## config.mk

```make
export PLATFORM = sky130hd
export DESIGN_NAME = burst_accumulator_flat
export DESIGN_NICKNAME = d
export VERILOG_FILES = /design/src/rtl/burst_accumulator_pkg.sv /design/src/rtl/burst_accumulator_if.sv /design/src/rtl/burst_accumulator_accum_add_stage.sv /design/src/rtl/burst_accumulator.sv /design/src/flat_wrapper.sv
export SDC_FILE = /design/constraint.sdc
export NUM_CORES = 1
export LEC_CHECK = 0
export CAP_MARGIN = 25
export CORE_ASPECT_RATIO = 1.1
export CORE_UTILIZATION = 65
export DETAILED_ROUTE_END_ITERATION = 6
export DONT_BUFFER_PORTS = 1
export GPL_ROUTABILITY_DRIVEN = 0
export PLACE_DENSITY = 0.81
export SETUP_SLACK_MARGIN = 0.2
export SLEW_MARGIN = 20
export SYNTH_ARGS = -nofsm -noshare
export SYNTH_HDL_FRONTEND = slang
export SYNTH_HIERARCHICAL = 1
export SYNTH_SLANG_ARGS = --single-unit
```

## constraint.sdc

```tcl
create_clock -name clk -period 3.17 [get_ports clk]
set_input_delay 0.7925 -clock clk [delete_from_list [all_inputs] [get_ports clk]]
set_output_delay 0.7925 -clock clk [all_outputs]
set_load 0.01 [all_outputs]
```

## src/rtl/burst_accumulator_pkg.sv

```systemverilog
// Shared types and default sizing for the burst accumulator.
package burst_accumulator_pkg;

  localparam int unsigned WIDTH_DEFAULT   = 8;
  localparam int unsigned COUNT_W_DEFAULT = 8;

  typedef enum logic [1:0] {
    IDLE  = 2'd0,
    ACCUM = 2'd1,
    HOLD  = 2'd2
  } state_e;

endpackage

```

## src/rtl/burst_accumulator_if.sv

```systemverilog
// Control, operand stream and result stream of the burst accumulator.
interface burst_accumulator_if
  import burst_accumulator_pkg::*;
#(
  parameter int unsigned WIDTH   = WIDTH_DEFAULT,
  parameter int unsigned COUNT_W = COUNT_W_DEFAULT
) ();

  logic               start;
  logic [COUNT_W-1:0] len;
  logic               abort;
  logic               in_valid;
  logic               in_ready;
  logic [WIDTH-1:0]   in_data;
  logic               out_valid;
  logic               out_ready;
  logic [WIDTH-1:0]   out_data;
  logic               out_ovf;
  logic               busy;

  modport master (
    output start, len, abort, in_valid, in_data, out_ready,
    input  in_ready, out_valid, out_data, out_ovf, busy
  );

  modport slave (
    input  start, len, abort, in_valid, in_data, out_ready,
    output in_ready, out_valid, out_data, out_ovf, busy
  );

endinterface

```

## src/rtl/burst_accumulator_accum_add_stage.sv

```systemverilog
// Combinational WIDTH-bit adder returning the sum and its carry-out.
module accum_add_stage #(
  parameter int unsigned WIDTH = 8
) (
  input  logic [WIDTH-1:0] a,
  input  logic [WIDTH-1:0] b,
  output logic [WIDTH-1:0] sum,
  output logic             carry
);

  assign {carry, sum} = {1'b0, a} + {1'b0, b};

endmodule

```

## src/rtl/burst_accumulator.sv

```systemverilog
// Sums a programmed-length burst of operands and presents one result word.
// Build option: BURST_ACCUM_SATURATE_EN clamps the sum to all-ones on carry-out.
module burst_accumulator
  import burst_accumulator_pkg::*;
#(
  parameter int unsigned WIDTH   = WIDTH_DEFAULT,
  parameter int unsigned COUNT_W = COUNT_W_DEFAULT
) (
  input  logic                clk,
  input  logic                rst_n,
  burst_accumulator_if.slave  bus
);

  state_e             state_q, state_d;
  logic [WIDTH-1:0]   acc_q,   acc_d;
  logic               ovf_q,   ovf_d;
  logic [COUNT_W-1:0] rem_q,   rem_d;

  logic [WIDTH-1:0]   add_sum;
  logic               add_carry;

  accum_add_stage #(.WIDTH(WIDTH)) u_add (
    .a     (acc_q),
    .b     (bus.in_data),
    .sum   (add_sum),
    .carry (add_carry)
  );

  always_ff @(posedge clk or negedge rst_n) begin
    if (!rst_n) begin
      state_q <= IDLE;
      acc_q   <= '0;
      ovf_q   <= 1'b0;
      rem_q   <= '0;
    end else begin
      state_q <= state_d;
      acc_q   <= acc_d;
      ovf_q   <= ovf_d;
      rem_q   <= rem_d;
    end
  end

  always_comb begin
    state_d = state_q;
    acc_d   = acc_q;
    ovf_d   = ovf_q;
    rem_d   = rem_q;
    case (state_q)
      IDLE: begin
        if (bus.start) begin
          acc_d   = '0;
          ovf_d   = 1'b0;
          rem_d   = bus.len;
          state_d = (bus.len != '0) ? ACCUM : HOLD;
        end
      end
      ACCUM: begin
        // in_ready is high throughout ACCUM, so in_valid alone is the handshake
        if (bus.in_valid) begin
`ifdef BURST_ACCUM_SATURATE_EN
          acc_d = (add_carry || ovf_q) ? {WIDTH{1'b1}} : add_sum;
`else
          acc_d = add_sum;
`endif
          ovf_d = ovf_q | add_carry;
          rem_d = rem_q - COUNT_W'(1);
          if (rem_q == COUNT_W'(1)) begin
            state_d = HOLD;
          end
        end
      end
      HOLD: begin
        if (bus.out_ready) begin
          state_d = IDLE;
        end
      end
      default: state_d = IDLE;
    endcase
    // Abort wins over everything: discard this cycle's updates entirely
    if (bus.abort) begin
      state_d = IDLE;
      acc_d   = acc_q;
      ovf_d   = ovf_q;
      rem_d   = rem_q;
    end
  end

  assign bus.in_ready  = (state_q == ACCUM);
  assign bus.out_valid = (state_q == HOLD);
  assign bus.out_data  = (state_q == HOLD) ? acc_q : '0;
  assign bus.out_ovf   = (state_q == HOLD) ? ovf_q : 1'b0;
  assign bus.busy      = (state_q != IDLE);

endmodule

```

## src/flat_wrapper.sv

```systemverilog
// flat-port wrapper written by rule: the top's interface ports become plain ports
module burst_accumulator_flat import burst_accumulator_pkg::*;
#(
  parameter int unsigned WIDTH   = WIDTH_DEFAULT,
  parameter int unsigned COUNT_W = COUNT_W_DEFAULT
)
  (clk, rst_n, bus_start, bus_len, bus_abort, bus_in_valid, bus_in_data, bus_out_ready, bus_in_ready, bus_out_valid, bus_out_data, bus_out_ovf, bus_busy);
  burst_accumulator_if #(.WIDTH(WIDTH), .COUNT_W(COUNT_W)) bus_i ();
  input  logic clk;
  input  logic rst_n;
  input wire logic [$bits(bus_i.start)-1:0] bus_start;
  input wire logic [$bits(bus_i.len)-1:0] bus_len;
  input wire logic [$bits(bus_i.abort)-1:0] bus_abort;
  input wire logic [$bits(bus_i.in_valid)-1:0] bus_in_valid;
  input wire logic [$bits(bus_i.in_data)-1:0] bus_in_data;
  input wire logic [$bits(bus_i.out_ready)-1:0] bus_out_ready;
  output wire logic [$bits(bus_i.in_ready)-1:0] bus_in_ready;
  output wire logic [$bits(bus_i.out_valid)-1:0] bus_out_valid;
  output wire logic [$bits(bus_i.out_data)-1:0] bus_out_data;
  output wire logic [$bits(bus_i.out_ovf)-1:0] bus_out_ovf;
  output wire logic [$bits(bus_i.busy)-1:0] bus_busy;
  assign bus_i.start = bus_start;
  assign bus_i.len = bus_len;
  assign bus_i.abort = bus_abort;
  assign bus_i.in_valid = bus_in_valid;
  assign bus_i.in_data = bus_in_data;
  assign bus_i.out_ready = bus_out_ready;
  assign bus_in_ready = bus_i.in_ready;
  assign bus_out_valid = bus_i.out_valid;
  assign bus_out_data = bus_i.out_data;
  assign bus_out_ovf = bus_i.out_ovf;
  assign bus_busy = bus_i.busy;
  burst_accumulator #(.WIDTH(WIDTH), .COUNT_W(COUNT_W)) u_core (.clk(clk), .rst_n(rst_n), .bus(bus_i));
endmodule
```

After elaboration in Yosys (flattened, before gate mapping). Cells that the tools add are included.

Output and inout port bits: 12. Bits of input ports: 22. Logic and storage cells: 41. Flip-flop bits (word level): 19.

Multiplexer cells: 18. Reduce and logical (&&, ||, !) cells: 6. Add/subtract/negate cells: 2. Equality and inequality tests: 9. Bitwise operators: 2.

Operator list (number): 8-bit 2-to-1 mux (5); 8-bit one-hot mux with 2 select lines (2); 2-bit 2-to-1 mux (6); 8-bit by 8-bit adder with 9-bit output (1); 3-bit != test (second input constant) (3); 8-bit by 1-bit equality test with 1-bit output (second input constant) (1); 4-bit AND reduction (2); 8-bit nonzero test (1); 8-bit by 1-bit subtractor with 8-bit output (second input constant) (1); 2-bit one-hot mux with 3 select lines (1); 2-bit != test (second input constant) (2); 2-bit nonzero test (2); 1-bit 2-to-1 mux (3); 3-bit by 2-bit != test with 1-bit output (second input constant) (1); 2-bit by 1-bit equality test with 1-bit output (second input constant) (1); 2-bit equality test (second input constant) (1); 2-bit zero test (1); 1-bit one-hot mux with 2 select lines (1); 1-bit NOT (1); 1-bit bitwise OR (1).

Depth between registers and ports, before layout. Gate-level depths: netlist (run 1).

Word-level depth: 5. Depth in mapped cells: 8. Gate-level depth less buffers: 8.

Hierarchy. The synthesis (run 1) kept the hierarchy.

By module, submodules not included: burst_accumulator (cells an instance 126, seq. area each 475.5 um2, times used 1, area an instance 1097.3 um2); accum_add_stage (cells an instance 42, seq. area each 0.0 um2, times used 1, area an instance 324.1 um2).

Worst setup path after synthesis (run 1). OpenSTA, ideal clock, no wires.

Path type: input port to flip-flop. Start point: input bus_in_data[0]. End point: register u_core.ovf_q. Stages on the path: 8. Required time: 3.051 ns. Library setup time: 0.119 ns. Path buffers: 0. Slack: 1.062 ns. Arrival: 1.989 ns. Cells stage by stage: ha_1 > fa_1 > a21oi_1 > nor2_1 > nor2_1 > o21ai_0 > a21oi_1 > nor2_1.

Longest elaborated chain between the ends: 4.

RTL lines: from (decl) (RTL line flat_wrapper.sv:15) `input wire logic [$bits(bus_i.in_data)-1:0] bus_in_data;`; 8-bit by 8-bit adder with 9-bit output (RTL line burst_accumulator_accum_add_stage.sv:11) `assign {carry, sum} = {1'b0, a} + {1'b0, b};`; via u_core.add_carry (RTL line burst_accumulator.sv:20) `logic add_carry;`; 1-bit bitwise OR (RTL line burst_accumulator.sv:65) `ovf_d = ovf_q | add_carry;`; 1-bit 2-to-1 mux (RTL line burst_accumulator.sv:59) `if (bus.in_valid) begin`; 1-bit one-hot mux with 2 select lines (RTL line burst_accumulator.sv:48) `case (state_q)`; to (signal assigned) (RTL line burst_accumulator.sv:38) `ovf_q <= ovf_d;`; to (decl) (RTL line burst_accumulator.sv:16) `logic ovf_q, ovf_d;`.

The timed path passes the listed nets, and every way through them passes these cells. The select of a mux whose other input is x is not followed. A chain may end at the register's enable or synchronous reset.

Worst setup path in the final report (run 1).
Start point: register u_core.state_q[0]. End point: output bus_out_data[0].

Longest elaborated chain between the ends: 2.

RTL lines: from (decl) (RTL line burst_accumulator.sv:14) `state_e state_q, state_d;`; from (signal assigned) (RTL line burst_accumulator.sv:36) `state_q <= state_d;`; 2-bit equality test; via bus_out_valid (RTL line flat_wrapper.sv:18) `output wire logic [$bits(bus_i.out_valid)-1:0] bus_out_valid;`; 8-bit 2-to-1 mux (RTL line burst_accumulator.sv:90) `assign bus.out_data = (state_q == HOLD) ? acc_q : '0;`; to (decl) (RTL line flat_wrapper.sv:19) `output wire logic [$bits(bus_i.out_data)-1:0] bus_out_data;`.

The timed path passes the listed nets, and every way through them passes these cells.

==> metrics.txt, run 1 <==
Initial DRC Count 40; Mean Syn Cell Area around 8.5 µm²; Root Buffer clkbuf_4; Die X 46.6 µm; Power Dens Cells roughly 750 mW/mm²; global-route wire length before repair 4970 µm; HP Class in2async; DR pass1 iterations 4; Max-cap violations 0; setup skew after layout slightly above 0.007 ns; Slew Viols, Final 0; CTS Hold Bufs 0; Slew HR 46.6%; Post-synth EDFFs 0; register area share after synthesis 33.5%; cells along the critical path nor2b_1, and2_1; routed length per placed instance 15.9 µm; Pleak around 0.7 nW; Synth Net Count 201; Setup Buffers After CTS 0; Finish-stage setup viols 0; post-DP HPWL 2250 µm; post-synth top area share 33.5%; # H-tree levels 1; CTS Buffer Depth 2; Fin. Hold Viols 0; Port Buffers 0; Mapped Cells between 150 and 200; DRC 0; CP Launch Type flip-flop; design area 0.00144 mm²; ys async rst share 100%; nets 200; RSZ-0062 raised after global routing no; placed insts 190; Synth area leaders dfrtp_1, ha_1, nand2_1; Clock Sink Count 19; layout cell share with drive strength beyond 1 6.02%; CTS tree built; IR drop worst, VDD 502 µV; Crit path max-delay family simple AND/OR/NAND/NOR gates; number of buffers created by CTS 3; fillers 168; Clock transition at path regs 0.12 ns; Yosys top cell by area dfrtp_1; outcome completed; post-layout min period 2.51 ns; Vias 1,234; Req. time, crit path between 2 and 2.5 ns; Resize count post-CTS 0; Critical Path End Type primary output; I/O pin total 34; CP Max Fanout 12; Post-synth top flop dfrtp_1; final worst path period share 79.3%; synthesized area about 0.0014 mm²; Fmax 398 MHz; Area growth syn-to-layout 1.58%; Total Negative Setup Slacks 0 ns; #FFs+latches synth 19; pin count of the biggest net entering global routing 21; clk_lat worst skew about 0.30 ns; Setup Crit Path Kind reg2out; CP arrival 1.72 ns; Slew @ Worst Pin 0.799 ns; vias in the first global route between 1,000 and 1,500; Distinct cells, synth 45; Cell Rows 17; die footprint 0.00238 mm²; GR Overflow Total 0; die height 51.0 µm; Final Non-Filler Cells 194; ANT nets after route 0; Starting Density a little over two thirds; CORE AREA ~0.0020 mm²; CP Buf/Inv Count 0; antenna violations before repair 0; yosys warns 6; slowest stage cell, crit path nor2b_1; vias per inst 6.36; Antenna Cells 0; Area after DPL roughly 0.0014 mm²; WL final 3080 µm; CP max stage delay approximately 0.66 ns; total track usage 28.7%
-- metrics by stage --
stage                     util, %  setup slack (ns)  power, mW  hold WS, ns
after global placement       69.4             0.978      0.927        0.473
after CTS                    70.7             0.623       1.08        0.164
after floorplan                 -              1.06      0.866        0.459
final                        70.7             0.657       1.09        0.170
after global routing         70.7             0.477       1.18        0.142
after detailed placement     69.4             0.941      0.960        0.482
-- Yosys cell counts (2+ instances only) --
cell type  number
dfrtp_1        19
o2bb2ai_1       2
buf_4           2
inv_1           6
nand2_1        22
a21oi_1        16
nor3_1          4
ha_1           10
nor4_1          3
a22oi_1         2
nand3_1        11
nor2b_1         4
buf_2           2
o21ai_0         7
a21o_1          2
o22ai_1         2
a2bb2oi_1       3
nand2b_1        2
nor2_1         10
mux2i_1         2
a311o_1         2
and2_1          9
xnor2_1         2
or3_1           2
xor2_1          2
-- layout make-up --
class                   instances  area, µm²  area share [%]
inverters                       7       26.3            1.82
well taps                      28       35.0            2.43
clock inverters                 1       5.00           0.347
clock buffers                   3       22.5            1.56
multi-input cells             136        880            60.9
flip-flops and latches         19        475            32.9
-- layout by cell type, fill, tap and decap left out, types with 6 or more instances in the layout --
cell and count:
and2_1 9, nor2_1 10, nand3_1 11, a21oi_1 16
nand2_1 22, o21ai_0 7, ha_1 10, dfrtp_1 19
inv_1 6
-- registers in the layout, summed over array words and instances, names as in the netlist --
| register | count |
|---|---|
| u_core/ovf_q | 1 |
| u_core/acc_q | 8 |
| u_core/state_q | 2 |
| u_core/rem_q | 8 |
-- metal layers --
metal  track usage (%)  routed length (µm)  vias up  share of wire (%)
li1                  -                   -      602                  -
met1              31.7                1290      586                 42
met2              52.8                1610       40                 52
met3              3.53                 140        6                4.5
met4              10.8                  35        0                1.1
met5                 0                   0        -                  0
-- worst paths after layout --
path	startpoint	to	slack (ns)	cells past startpoint
worst min-delay path	rst_n	u_core/acc_q[4]	0.17	0
max in group asynchronous	rst_n	u_core/rem_q[4]	2.92	0
worst min register to register	u_core/acc_q[7]	u_core/acc_q[7]	0.51	2
worst max-delay path	u_core/state_q[0]	bus_out_data[0]	0.66	2
min in group clk	u_core/acc_q[7]	u_core/acc_q[7]	0.51	2
worst max register to register	u_core/state_q[1]	u_core/rem_q[4]	1.23	5
-- cells by family after synthesis --
family                   after synthesis  share of synthesized area (%)
multiplexers                           2                           1.41
flip-flops                            19                           33.5
buffers and inverters                 13                           4.66
AND/OR/NAND/NOR                       75                           27.1
XOR/XNOR                               4                           2.47
AO/OA/AOI/OAI                         44                           20.7
adder cells (fa/ha/maj)               11                           10.2
-- power by group --
part / leakage [nW] / total [mW] / switching, mW / internal (mW)
Combinational: 0.433 / 0.530 / 0.308 / 0.222
Clock: 0.0177 / 0.124 / 0.0768 / 0.0469
Sequential: 0.242 / 0.434 / 0.0947 / 0.340
Power figures use the tool's default switching activity.
==> run 2, diff against run 1 <==
--- a/config.mk
+++ b/config.mk
@@ -7,11 +7,11 @@
 export LEC_CHECK = 0
 export CAP_MARGIN = 25
 export CORE_ASPECT_RATIO = 1.1
-export CORE_UTILIZATION = 65
+export CORE_UTILIZATION = 62
 export DETAILED_ROUTE_END_ITERATION = 6
 export DONT_BUFFER_PORTS = 1
 export GPL_ROUTABILITY_DRIVEN = 0
-export PLACE_DENSITY = 0.81
+export PLACE_DENSITY = 0.78
 export SETUP_SLACK_MARGIN = 0.2
 export SLEW_MARGIN = 20
 export SYNTH_ARGS = -nofsm -noshare
==> constraint.sdc (replaced) <==
create_clock -name clk -period 2.6 [get_ports clk]
set_input_delay 0.65 -clock clk [delete_from_list [all_inputs] [get_ports clk]]
set_output_delay 0.65 -clock clk [all_outputs]
set_load 0.01 [all_outputs]
==> run 2 against run 1 <==
Wire length about the same. Final area increased by 1.2%. Hold slack got worse by 0.14 ns. Global-route usage decreased by 0.90 points. Flip-flop and latch count unchanged. Sequential power increased by 23%. Clock power increased by 19%. Total power increased by 23%. Register-to-register slack got worse by 0.52 ns. Critical endpoint is now bus_out_data[1]. Largest cell class unchanged.
==> metrics.txt, run 2 (synthesis gave the netlist of run 1 again) <==
CP Max Fanout 11 (-1); total track usage 27.8% (-0.90 points); Total Negative Setup Slacks 0 ns (unchanged); vias per inst 6.28 (-1.3%); Worst R2R End u_core/ovf_q; antenna violations before repair 0 (unchanged); CTS Buffer Depth 2 (unchanged); Clock Sink Count 19 (unchanged); Fmax 484 MHz; Overall Power 1.33 mW (+23%); HP Class in2async; R2R depth 8 (+3); leading cell types in the layout, fill and taps excluded nand2_1, dfrtp_1, a21oi_1; Power Dens Cells 913 mW/mm² (+21%); routed length per placed instance 15.7 µm (-0.92%); slowest stage cell, crit path dfrtp_1; DRC 0 (unchanged); DR pass1 iterations 7 (+3); vias in the first global route 1,130 (-10%); Root Buffer clkbuf_4; Pleak 0.687 nW (-0.77%); Finish-stage setup viols 0 (unchanged); number of buffers created by CTS 3 (unchanged); P_sw 0.585 mW (+22%); final core occ 70.1% (-0.60 points); # H-tree levels 1 (unchanged); post-layout min period 2.06 ns; setup skew after layout 0.00754 ns (+0.000299 ns); Critical Path End Type primary output; power share of the combinational group 49.0% (+0.3 points); Slew @ Worst Pin 0.788 ns (-0.0104 ns); Seq pwr share 39.8% (about the same); Int Pwr 0.749 mW (+23%); CP Buf/Inv Count 1 (+1); nets 202 (+1.0%); WL final 3080 µm (about the same); CTS tree built; r2r setup slk 0.71 ns (-0.52 ns); Starting Density 68.2% (-1.4 points); Crit path max-delay family flip-flops; Slew HR 47.4% (+0.80 points); IR drop worst, VDD 675 µV (+35%); global-route wire length before repair 4830 µm (-2.9%); final worst path period share ~80%; Area growth syn-to-layout 2.82%; die footprint 0.00249 mm² (+4.6%); CP arrival 1.41 ns (-0.31 ns); Setup Crit Path Kind reg2out; sw frac 43.8% (-0.26 points); cells along the critical path nor2b_1, buf_4, and2_1; Max-cap violations 0 (unchanged); CP Launch Type flip-flop; CORE AREA 0.00208 mm² (+2.1%); layout cell share with drive strength beyond 1 7.74% (+1.7 points); CP max stage delay 0.48 ns (-0.18 ns); Clock Power Share 11.1% (-0.3 points); Worst R2R Start u_core/acc_q[0]; Slew Viols, Final 0 (unchanged); clk_lat worst skew 0.29 ns (about the same); Initial DRC Count 43 (+7.5%); most common cell after layout, fill and taps aside nand2_1; Cell Rows 17 (unchanged); ANT nets after route 0 (unchanged); biggest regs u_core/acc_q x8, u_core/rem_q x8, u_core/state_q x2; Clock transition at path regs 0.11 ns (about the same); Setup Buffers After CTS 0 (unchanged); outcome completed; Antenna Cells 0 (unchanged); I/O pin total 34 (unchanged); GR Overflow Total 0 (unchanged); Req. time, crit path 1.95 ns (-0.43 ns); Vias 1,230 (-0.32%); Port Buffers 0 (unchanged); pin count of the biggest net entering global routing 21 (unchanged); RSZ-0062 raised after global routing no; die height 52.2 µm (+2.3%); post-DP HPWL 2200 µm (-2.5%); Die X 47.7 µm (+2.3%); Fin. Hold Viols 0 (unchanged); fillers 186 (+11%)
[run 2: timing repair]
| item | 4_1_cts | 5_1_grt |
|---|---|---|
| hold buffers | 0 | 0 |
| setup endpoints to repair | 0 | 1 |
| resized for setup | 0 | 2 |
[run 2: stage by stage]
stage                     hold WS [ns]  cells  worst slack [ns]  area (µm²)
after floorplan                  0.354    168             0.635        1420
after global placement           0.355    191             0.546        1420
after detailed placement         0.355    191             0.510        1420
after CTS                       0.0245    195             0.281        1450
after global routing           0.00253    196             0.410        1460
final                           0.0318    196             0.535        1460
[run 2: routing by layer]
layer	wire [µm]	track usage [%]	part of all wire, %
met3	162	4.48	5.3
met5	0	0	0
met2	1530	45.9	50
met4	24	12.0	0.78
met1	1370	34.9	44
[run 2: power by group through the flow]
| stage | logic (mW) | registers (mW) | clock network (mW) |
|---|---|---|---|
| 2_1_floorplan | 0.554 | 0.502 | 0 |
| 3_3_place_gp | 0.609 | 0.526 | 0 |
| 3_5_place_dp | 0.635 | 0.532 | 0 |
| 4_1_cts | 0.636 | 0.528 | 0.155 |
| 5_1_grt | 0.734 | 0.549 | 0.169 |
| 6_report | 0.655 | 0.532 | 0.148 |
[run 2: cell type report]
| class | count | area (µm²) | share of cell area, % |
|---|---|---|---|
| repair buffers | 1 | 7.51 | 0.514 |
| well taps | 28 | 35.0 | 2.40 |
| flip-flops and latches | 19 | 475 | 32.5 |
| multi-input cells | 136 | 882 | 60.4 |
| clock buffers | 4 | 26.3 | 1.80 |
| inverters | 7 | 30.0 | 2.05 |
| repair inverters | 1 | 5.00 | 0.342 |
[run 2: how the worst max path moves through the flow]
| stage | cells after the start | slack [ns] | from | end |
|---|---|---|---|---|
| 2_1_floorplan | 8 | 0.63 | bus_in_data[0] | u_core/ovf_q |
| 3_3_place_gp | 8 | 0.55 | bus_in_data[0] | u_core/ovf_q |
| 3_5_place_dp | 8 | 0.51 | bus_in_data[0] | u_core/ovf_q |
| 4_1_cts | 2 | 0.28 | u_core/state_q[1] | bus_in_ready |
| 5_1_grt | 3 | 0.41 | u_core/state_q[0] | bus_out_data[4] |
| 6_report | 3 | 0.54 | u_core/state_q[0] | bus_out_data[1] |
[run 2: worst reg2reg max path: stages (launching register included)]
cell     delay (ns)
dfrtp_1        0.41
ha_1           0.23
fa_1           0.41
a21oi_1        0.22
nor2_1         0.07
nor2_1         0.15
o21ai_0        0.11
a21oi_1        0.13
nor2_1         0.06
